`src/rtl/event_counter_regs_pkg.sv`:
```
// Shared constants, register decode and helpers for the multi-channel event counter block.
package event_counter_regs_pkg;

  localparam int unsigned OffVersion   = 0;
  localparam int unsigned OffCtrl      = 1;
  localparam int unsigned OffChEn      = 2;
  localparam int unsigned OffOvfStatus = 3;
  localparam int unsigned OffOvfMask   = 4;
  localparam int unsigned OffCntBase   = 8;

  localparam int unsigned CtrlEnableBit   = 0;
  localparam int unsigned CtrlFreezeBit   = 1;
  localparam int unsigned CtrlClearAllBit = 2;

  localparam logic [15:0] VersionMagic  = 16'h5243;
  localparam logic [7:0]  VersionRev    = 8'h02;
  localparam logic [31:0] UnmappedRdata = 32'hDEAD_BEEF;

  typedef enum logic [2:0] {
    RegVersion,
    RegCtrl,
    RegChEn,
    RegOvfStatus,
    RegOvfMask,
    RegCnt,
    RegNone
  } reg_sel_e;

  function automatic logic [31:0] version_word(logic [31:0] num_ch);
    return {VersionMagic, VersionRev, num_ch[7:0]};
  endfunction

  // off is already relative to the window base; anything past the last counter is unmapped.
  function automatic reg_sel_e decode_offset(logic [31:0] off, logic [31:0] num_ch);
    if (off == OffVersion) return RegVersion;
    if (off == OffCtrl) return RegCtrl;
    if (off == OffChEn) return RegChEn;
    if (off == OffOvfStatus) return RegOvfStatus;
    if (off == OffOvfMask) return RegOvfMask;
    if (off >= OffCntBase && off < OffCntBase + num_ch) return RegCnt;
    return RegNone;
  endfunction

endpackage

```
`src/rtl/event_counter_regs_if.sv`:
```
// Avalon-MM register bus between the system register master and slave blocks.
interface avalon_mm_if #(
  parameter int unsigned ADDR_W = 16,
  parameter int unsigned DATA_W = 32
);

  logic [ADDR_W-1:0] address;
  logic              read;
  logic              write;
  logic [DATA_W-1:0] writedata;
  logic [DATA_W-1:0] readdata;
  logic              readdatavalid;
  logic              waitrequest;

  modport master (
    output address,
    output read,
    output write,
    output writedata,
    input  readdata,
    input  readdatavalid,
    input  waitrequest
  );

  modport slave (
    input  address,
    input  read,
    input  write,
    input  writedata,
    output readdata,
    output readdatavalid,
    output waitrequest
  );

endinterface

```
`src/rtl/event_counter_regs_counter.sv`:
```
// Single event counter with clear, load, clear-on-read and wrap/saturate overflow handling.
module event_counter #(
  parameter int unsigned CNT_W    = 32,
  parameter int unsigned SATURATE = 0
) (
  input  logic             clk,
  input  logic             rst_n,
  input  logic             inc,
  input  logic             clr,
  input  logic             load,
  input  logic [CNT_W-1:0] load_val,
  input  logic             cor,
  output logic [CNT_W-1:0] count,
  output logic             ovf
);

  logic [CNT_W-1:0] count_q, count_d;

  always_comb begin
    count_d = count_q;
    ovf     = 1'b0;
    if (clr) begin
      count_d = '0;
    end else if (load) begin
      count_d = load_val;
    end else if (cor) begin
      // The read returns the old value, so a same-cycle event must survive as a count of 1.
      count_d = inc ? CNT_W'(1) : '0;
    end else if (inc) begin
      if (&count_q) begin
        ovf = 1'b1;
        if (SATURATE == 0) count_d = '0;
      end else begin
        count_d = count_q + CNT_W'(1);
      end
    end
  end

  always_ff @(posedge clk or negedge rst_n) begin
    if (!rst_n) begin
      count_q <= '0;
    end else begin
      count_q <= count_d;
    end
  end

  assign count = count_q;

endmodule

```
`src/rtl/event_counter_regs.sv`:
```
// Multi-channel event counters with enables, freeze snapshot and overflow interrupt on Avalon-MM.
module event_counter_regs
  import event_counter_regs_pkg::*;
#(
  parameter int unsigned ADDR_BASE     = 0,
  parameter int unsigned ADDR_W        = 16,
  parameter int unsigned DATA_W        = 32,
  parameter int unsigned NUM_CH        = 4,
  parameter int unsigned CNT_W         = 32,
  parameter int unsigned SATURATE      = 0,
  parameter int unsigned CLEAR_ON_READ = 0
) (
  input  logic              clk,
  input  logic              rst_n,
  input  logic [NUM_CH-1:0] msg_enter,
  avalon_mm_if.slave        reg_mm,
  output logic              irq
);

  logic [ADDR_W-1:0] off;
  logic [31:0]       off_w;
  logic [31:0]       cnt_idx;
  reg_sel_e          sel;

  logic rd_en, wr_en;
  logic ctrl_wr, chen_wr, ovf_wr, mask_wr;
  logic clear_all, freeze_start;

  logic              enable_q, freeze_q;
  logic [NUM_CH-1:0] ch_en_q;
  logic [NUM_CH-1:0] ovf_status_q, ovf_status_d;
  logic [NUM_CH-1:0] ovf_mask_q;
  logic [NUM_CH-1:0] ovf_set, cnt_hit, inc, load, cor;

  logic [NUM_CH-1:0][CNT_W-1:0] count_all, snap_all;
  logic [CNT_W-1:0]             cnt_rd;

  logic              irq_q, rdv_q;
  logic [DATA_W-1:0] rdata_q, rdata_d;

  assign off     = reg_mm.address - ADDR_W'(ADDR_BASE);
  assign off_w   = 32'(off);
  assign cnt_idx = off_w - OffCntBase;
  assign sel     = decode_offset(off_w, NUM_CH);

  assign rd_en        = reg_mm.read;
  assign wr_en        = reg_mm.write;
  assign ctrl_wr      = wr_en && (sel == RegCtrl);
  assign chen_wr      = wr_en && (sel == RegChEn);
  assign ovf_wr       = wr_en && (sel == RegOvfStatus);
  assign mask_wr      = wr_en && (sel == RegOvfMask);
  assign clear_all    = ctrl_wr && reg_mm.writedata[CtrlClearAllBit];
  assign freeze_start = ctrl_wr && reg_mm.writedata[CtrlFreezeBit] && !freeze_q;

  for (genvar g = 0; g < NUM_CH; g++) begin : g_ch
    logic [CNT_W-1:0] snap_q;

    assign cnt_hit[g] = (sel == RegCnt) && (cnt_idx == 32'(g));
    assign inc[g]     = msg_enter[g] & ch_en_q[g] & enable_q;
    assign load[g]    = wr_en & cnt_hit[g];
    assign cor[g]     = (CLEAR_ON_READ != 0) && rd_en && cnt_hit[g] && !freeze_q;

    event_counter #(
      .CNT_W    (CNT_W),
      .SATURATE (SATURATE)
    ) u_counter (
      .clk      (clk),
      .rst_n    (rst_n),
      .inc      (inc[g]),
      .clr      (clear_all),
      .load     (load[g]),
      .load_val (reg_mm.writedata[CNT_W-1:0]),
      .cor      (cor[g]),
      .count    (count_all[g]),
      .ovf      (ovf_set[g])
    );

    // Snapshot takes the value visible to the CPU in the cycle freeze is written.
    always_ff @(posedge clk or negedge rst_n) begin
      if (!rst_n) begin
        snap_q <= '0;
      end else if (freeze_start) begin
        snap_q <= count_all[g];
      end
    end

    assign snap_all[g] = snap_q;
  end

  always_comb begin
    cnt_rd = '0;
    for (int c = 0; c < NUM_CH; c++) begin
      if (cnt_hit[c]) cnt_rd = freeze_q ? snap_all[c] : count_all[c];
    end
  end

  always_comb begin
    rdata_d = DATA_W'(UnmappedRdata);
    unique case (sel)
      RegVersion:   rdata_d = DATA_W'(version_word(NUM_CH));
      RegCtrl: begin
        rdata_d                = '0;
        rdata_d[CtrlEnableBit] = enable_q;
        rdata_d[CtrlFreezeBit] = freeze_q;
      end
      RegChEn:      rdata_d = DATA_W'(ch_en_q);
      RegOvfStatus: rdata_d = DATA_W'(ovf_status_q);
      RegOvfMask:   rdata_d = DATA_W'(ovf_mask_q);
      RegCnt:       rdata_d = DATA_W'(cnt_rd);
      RegNone:      rdata_d = DATA_W'(UnmappedRdata);
      default:      rdata_d = DATA_W'(UnmappedRdata);
    endcase
  end

  // A fresh overflow wins over a W1C clear landing in the same cycle.
  always_comb begin
    ovf_status_d = ovf_status_q;
    if (ovf_wr) ovf_status_d = ovf_status_d & ~reg_mm.writedata[NUM_CH-1:0];
    ovf_status_d = ovf_status_d | ovf_set;
  end

  always_ff @(posedge clk or negedge rst_n) begin
    if (!rst_n) begin
      enable_q     <= 1'b1;
      freeze_q     <= 1'b0;
      ch_en_q      <= '1;
      ovf_status_q <= '0;
      ovf_mask_q   <= '0;
      irq_q        <= 1'b0;
      rdv_q        <= 1'b0;
      rdata_q      <= '0;
    end else begin
      if (ctrl_wr) begin
        enable_q <= reg_mm.writedata[CtrlEnableBit];
        freeze_q <= reg_mm.writedata[CtrlFreezeBit];
      end
      if (chen_wr) ch_en_q <= reg_mm.writedata[NUM_CH-1:0];
      if (mask_wr) ovf_mask_q <= reg_mm.writedata[NUM_CH-1:0];
      ovf_status_q <= ovf_status_d;
      irq_q        <= |(ovf_status_q & ovf_mask_q);
      rdv_q        <= rd_en;
      if (rd_en) rdata_q <= rdata_d;
    end
  end

  assign reg_mm.readdata      = rdata_q;
  assign reg_mm.readdatavalid = rdv_q;
  assign reg_mm.waitrequest   = 1'b0;
  assign irq                  = irq_q;

endmodule

```
`src/flat_wrapper.sv`:
```
// flat-port wrapper written by rule: the top's interface ports become plain ports
module event_counter_regs_flat import event_counter_regs_pkg::*;
#(
  parameter int unsigned ADDR_BASE     = 0,
  parameter int unsigned ADDR_W        = 16,
  parameter int unsigned DATA_W        = 32,
  parameter int unsigned NUM_CH        = 4,
  parameter int unsigned CNT_W         = 32,
  parameter int unsigned SATURATE      = 0,
  parameter int unsigned CLEAR_ON_READ = 0
)
  (clk, rst_n, msg_enter, irq, reg_mm_address, reg_mm_read, reg_mm_write, reg_mm_writedata, reg_mm_readdata, reg_mm_readdatavalid, reg_mm_waitrequest);
  avalon_mm_if #(.ADDR_W(ADDR_W), .DATA_W(DATA_W)) reg_mm_i ();
  input  logic clk;
  input  logic rst_n;
  input  logic [NUM_CH-1:0] msg_enter;
  output logic irq;
  input wire logic [$bits(reg_mm_i.address)-1:0] reg_mm_address;
  input wire logic [$bits(reg_mm_i.read)-1:0] reg_mm_read;
  input wire logic [$bits(reg_mm_i.write)-1:0] reg_mm_write;
  input wire logic [$bits(reg_mm_i.writedata)-1:0] reg_mm_writedata;
  output wire logic [$bits(reg_mm_i.readdata)-1:0] reg_mm_readdata;
  output wire logic [$bits(reg_mm_i.readdatavalid)-1:0] reg_mm_readdatavalid;
  output wire logic [$bits(reg_mm_i.waitrequest)-1:0] reg_mm_waitrequest;
  assign reg_mm_i.address = reg_mm_address;
  assign reg_mm_i.read = reg_mm_read;
  assign reg_mm_i.write = reg_mm_write;
  assign reg_mm_i.writedata = reg_mm_writedata;
  assign reg_mm_readdata = reg_mm_i.readdata;
  assign reg_mm_readdatavalid = reg_mm_i.readdatavalid;
  assign reg_mm_waitrequest = reg_mm_i.waitrequest;
  event_counter_regs #(.ADDR_BASE(ADDR_BASE), .ADDR_W(ADDR_W), .DATA_W(DATA_W), .NUM_CH(NUM_CH), .CNT_W(CNT_W), .SATURATE(SATURATE), .CLEAR_ON_READ(CLEAR_ON_READ)) u_core (.clk(clk), .rst_n(rst_n), .msg_enter(msg_enter), .reg_mm(reg_mm_i), .irq(irq));
endmodule
```
`config.mk`:
```
export PLATFORM = sky130hd
export DESIGN_NAME = event_counter_regs_flat
export DESIGN_NICKNAME = d
export VERILOG_FILES = /design/src/rtl/event_counter_regs_pkg.sv /design/src/rtl/event_counter_regs_if.sv /design/src/rtl/event_counter_regs_counter.sv /design/src/rtl/event_counter_regs.sv /design/src/flat_wrapper.sv
export SDC_FILE = /design/constraint.sdc
export NUM_CORES = 1
export LEC_CHECK = 0
export ABC_AREA = 0
export CAP_MARGIN = 20
export CORE_MARGIN = 2
export CORE_UTILIZATION = 55
export DETAILED_ROUTE_END_ITERATION = 10
export PLACE_DENSITY_LB_ADDON = 0.05
export SLEW_MARGIN = 10
export SYNTH_ARGS = -nofsm -noshare
export SYNTH_HDL_FRONTEND = slang
export SYNTH_SLANG_ARGS = --single-unit
```
`constraint.sdc`:
```
create_clock -name clk -period 2.2 [get_ports clk]
set_clock_uncertainty 0.05 [all_clocks]
set_input_delay 0.66 -clock clk [delete_from_list [all_inputs] [get_ports clk]]
set_output_delay 0.66 -clock clk [all_outputs]
set_load 0.02 [all_outputs]
```
==> metrics.txt <==
# TYPE chip_impl_metric gauge
chip_impl_info{name="timing_worst_setup_path_type",value="input pin to flop"} 1
chip_impl_metric{name="leakagePower",unit="uW"} 0.0117
chip_impl_metric{name="viasPerCell",unit=""} 6.90
chip_impl_metric{name="grt_antenna_before_repair",unit=""} 0
chip_impl_metric{name="place_worst_setup_slack",unit="ns"} -1.10
chip_impl_metric{name="post-dp-hpwl",unit="microns"} 53900
chip_impl_metric{name="synth-edff-count",unit=""} 0
chip_impl_metric{name="num-nets-final",unit=""} 2437
chip_impl_metric{name="numClockSinks",unit=""} 304
chip_impl_metric{name="cts.htree.levels",unit=""} 2
chip_impl_metric{name="worstPathBufferInverterCount",unit=""} 4
chip_impl_metric{name="max_vdd_drop",unit="V"} 0.000497
chip_impl_metric{name="area.growth.synth_to_final",unit="%"} 51.4
chip_impl_metric{name="ioPinCount",unit=""} 91
chip_impl_metric{name="netlist_area",unit="sq um"} 18100
chip_impl_metric{name="ys_types",unit=""} 89
chip_impl_metric{name="worst_slew_margin_rel",unit=""} 0.450
chip_impl_metric{name="num_antenna_cells",unit=""} 0
chip_impl_metric{name="worst_skew_pair.late_latency",unit="ns"} 0.53
chip_impl_metric{name="place.gp.congestion",unit=""} 1.03
chip_impl_info{name="critPathMostFrequentCell",value="buf_12"} 1
chip_impl_metric{name="via_count_of_the_first_global_routing_pass",unit=""} 18400
chip_impl_metric{name="final.hold.worst_slack",unit="ns"} 0.437
chip_impl_metric{name="yosysWarnings",unit=""} 0
chip_impl_metric{name="timing.final.max_slew_violations",unit=""} 0
chip_impl_metric{name="wire_per_inst",unit="microns"} 29.4
chip_impl_metric{name="netlist_instances",unit=""} 1857
chip_impl_metric{name="worstPathRequired",unit="ns"} 2.58
chip_impl_metric{name="initial_core_util",unit=""} 0.557
chip_impl_metric{name="synth_nets",unit=""} 1918
chip_impl_metric{name="critPathMaxFanout",unit=""} 9
chip_impl_metric{name="final_layout_size_suffix_gt1_frac",unit=""} 0.432
chip_impl_metric{name="dr_total_vias",unit=""} 19600
chip_impl_metric{name="grt_start_max_net_pins",unit=""} 59
chip_impl_metric{name="drt.antenna.violating_nets",unit=""} 0
chip_impl_info{name="path_delay_family",value="simple AND/OR/NAND/NOR gates"} 1
chip_impl_info{name="dominantRegCellSynth",value="dfrtp_1"} 1
chip_impl_metric{name="synth-seq-cells",unit=""} 304
chip_impl_metric{name="setup_total_negative_slack",unit="ns"} -41.20
chip_impl_metric{name="cts_max_path_buffers",unit=""} 3
chip_impl_metric{name="postPlaceCellArea",unit="sq um"} 22800
chip_impl_metric{name="hold_viol",unit=""} 0
chip_impl_info{name="worstHoldPathType",value="flop to flop"} 1
chip_impl_info{name="library_cell_used_as_clock_root_buffer",value="clkbuf_16"} 1
chip_impl_metric{name="finalCritPeriodShare",unit=""} 1.12
chip_impl_metric{name="register_area_share_after_synthesis",unit=""} 0.421
chip_impl_metric{name="max_freq",unit="GHz"} 0.405
chip_impl_metric{name="setup_viol",unit=""} 308
chip_impl_metric{name="wire_length_of_the_first_global_routing_pass",unit="microns"} 114000
chip_impl_info{name="timing.critical_path.slowest_stage_cell",value="or3b_4"} 1
chip_impl_info{name="violations",value="setup timing"} 1
chip_impl_metric{name="grt-ovfl-total",unit=""} 0
chip_impl_info{name="status",value="finished, violations left"} 1
chip_impl_metric{name="fin_ws",unit="ns"} -0.269
chip_impl_metric{name="worst-endpoint-arrival",unit="ns"} 2.85
chip_impl_metric{name="post-route-min-period",unit="ns"} 2.47
chip_impl_metric{name="cap_violations",unit=""} 0
chip_impl_metric{name="remaining_drc_errors",unit=""} 0
chip_impl_info{name="worst_setup_path_end_kind",value="flop"} 1
chip_impl_metric{name="drt_pass1_iterations",unit=""} 6
chip_impl_metric{name="placement.io_buffers",unit=""} 89
chip_impl_metric{name="syn-mean-instance-area",unit="sq um"} 9.73
chip_impl_info{name="critical_path.startpoint_type",value="input pin"} 1
chip_impl_metric{name="final_design_area_no_fill",unit="sq um"} 27400
chip_impl_metric{name="wl",unit="microns"} 83600
chip_impl_info{name="worstPathCellList",value="dlygate4sd2_1 -> or3b_4 -> a22oi_2 -> nand3_4 -> buf_6 -> nor4_4 -> buf_12 -> buf_12 -> a211oi_2 -> a211oi_1"} 1
chip_impl_metric{name="core_area",unit="sq um"} 32500
chip_impl_metric{name="globalRouteTotalUtil",unit=""} 0.451
chip_impl_metric{name="critical-path-max-stage-delay",unit="ns"} 0.41
chip_impl_metric{name="synth_async_sr_flop_share",unit=""} 1.00
chip_impl_metric{name="tightestPinTransition",unit="ns"} 0.803
chip_impl_metric{name="floorplan.die.width",unit="microns"} 185
chip_impl_metric{name="rows",unit=""} 66
chip_impl_info{name="rsz0062_at_grt",value="true"} 1
chip_impl_metric{name="cts_made_buffers",unit=""} 36
chip_impl_metric{name="detail_route.iter0.violations",unit=""} 2700
chip_impl_metric{name="clk_pin_slew",unit="ns"} 0.06
chip_impl_metric{name="die_footprint",unit="sq um"} 34300
chip_impl_info{name="tritoncts",value="done"} 1
chip_impl_metric{name="power_density",unit="nW/um^2"} 469
chip_impl_metric{name="die_h",unit="microns"} 185
placed cells by master, fill, tap and decap left out, types with 17 or more instances in the layout:
cell type / instances
a211oi_1: 17
a211oi_2: 35
a21oi_1: 65
a21oi_2: 19
and3_1: 22
buf_12: 53
buf_4: 378
buf_6: 62
clkbuf_16: 46
clkdlybuf4s50_1: 72
dfrtp_1: 298
inv_1: 30
mux2_2: 30
mux2_4: 118
mux2i_1: 91
nand2_1: 116
nand3_1: 59
nand4_1: 63
nor2_1: 130
nor2_2: 23
nor2_4: 31
nor3_1: 30
nor3_2: 26
nor4_1: 20
o21ai_0: 44
o22ai_1: 20
xnor2_1: 42
xor2_1: 23
Yosys cell counts, types with 7 or more instances:
cell      number  share of area
nand2b_1       7         0.0024
dfrtp_1      299           0.41
nor3_1        48          0.013
or4_1         10         0.0042
o31ai_1       15         0.0062
a31oi_1       12         0.0042
and2_1        15         0.0052
nor2_1       184          0.038
xnor2_1       43          0.021
mux2i_1       91          0.050
o22ai_1       21         0.0073
a22oi_1       11         0.0046
o21ai_0       72          0.020
nor3_2        12         0.0066
and4_1        15         0.0073
a221oi_1      13         0.0063
a21o_1         7         0.0029
a41oi_1       12         0.0058
mux2_1       120          0.075
or3_1         10         0.0035
nor2b_1        9         0.0031
a21oi_1       84          0.023
clkbuf_1      50          0.010
o21ai_1        7         0.0019
nand2_1      135          0.028
buf_4         14         0.0058
and3_1        25         0.0087
nor4_1        29          0.010
o211ai_1      11         0.0046
nand3_1       70          0.019
buf_2         49          0.014
a211oi_1      51          0.021
nand4_1       63          0.022
buf_6         12         0.0075
xor2_1        23          0.011
o22a_1        14         0.0068
inv_1         32         0.0066
a22o_1        13         0.0063
mux2_2        37          0.023
cell families after synthesis:
group                      Yosys count  synth area share
adders and majority gates            5           0.00346
AOI/OAI and AO/OA                  394             0.148
buffers and inverters              168            0.0465
other                                1          0.000208
xor gates and xnor gates            66            0.0320
muxes                              253             0.154
and+or+nand+nor                    666             0.194
DFF                                304             0.421
through the flow:
| stage | power [uW] | utilization | cells |
|---|---|---|---|
| finish | 12800 | 0.843 | 2844 |
| global route | 13100 | 0.843 | 2844 |
| CTS | 12700 | 0.788 | 2799 |
| detailed placement | 6500 | 0.702 | 2666 |
| global placement | 6500 | 0.702 | 2666 |
| floorplan | 5930 | - | 1857 |
worst paths after layout:
check                                              startpoint                                 end  slack, ns  depth (start not counted)
max in group asynchronous                               rst_n                     u_core.enable_q       0.82                          3
min                                 u_core.reg_mm.readdata[8]           u_core.reg_mm.readdata[8]       0.44                          1
max                                         reg_mm_address[1]   u_core.g_ch[2].u_counter.count[0]      -0.27                         10
min in group asynchronous                               rst_n            u_core.g_ch[3].snap_q[7]       0.58                          2
min reg2reg                         u_core.reg_mm.readdata[8]           u_core.reg_mm.readdata[8]       0.44                          1
max reg2reg                u_core.g_ch[2].u_counter.count[24]  u_core.g_ch[2].u_counter.count[29]      -0.16                          6
repair_timing:
action | in CTS | in global routing
buffers inserted | 50 | 52
setup endpoints to repair | 320 | 334
resized for setup | 204 | 345
hold endpoints to repair | 26 | 0
cloned | 19 | 12
pin swaps | 46 | 94
hold buffers | 1 | 0
layer usage:
layer / wire [microns] / global-route usage / vias up / share of wire
met3: 10400 / 0.0969 / 431 / 0.12
met4: 7110 / 0.294 / 0 / 0.085
met2: 35000 / 0.645 / 1584 / 0.42
li1: - / - / 7980 / -
met5: 0 / 0 / - / 0
met1: 31100 / 0.618 / 9639 / 0.37
sequential cells by signal, summed over array words and instances, names as in the netlist:
register,cells
u_core.g_ch.snap_q,128
u_core.g_ch.u_counter.count,128
u_core.reg_mm.readdata,32
u_core.ch_en_q,4
u_core.ovf_mask_q,4
u_core.ovf_status_q,4
u_core.enable_q,1
u_core.freeze_q,1
u_core.irq,1
u_core.reg_mm.readdatavalid,1
cell type report:
cell class,count,area (sq um)
tap,442,553
clock inverter,13,175
clock buffer,51,1060
timing repair buffer,614,6240
sequential,304,7620
fill,1777,5100
multi-input combinational,1387,11600
inverter,33,131
power by group:
group	switching (uW)	internal, uW	total, uW
combinational	583	315	898
clock	2480	3830	6310
sequential	14.0	5610	5620
(Power assumes the default switching activity.)
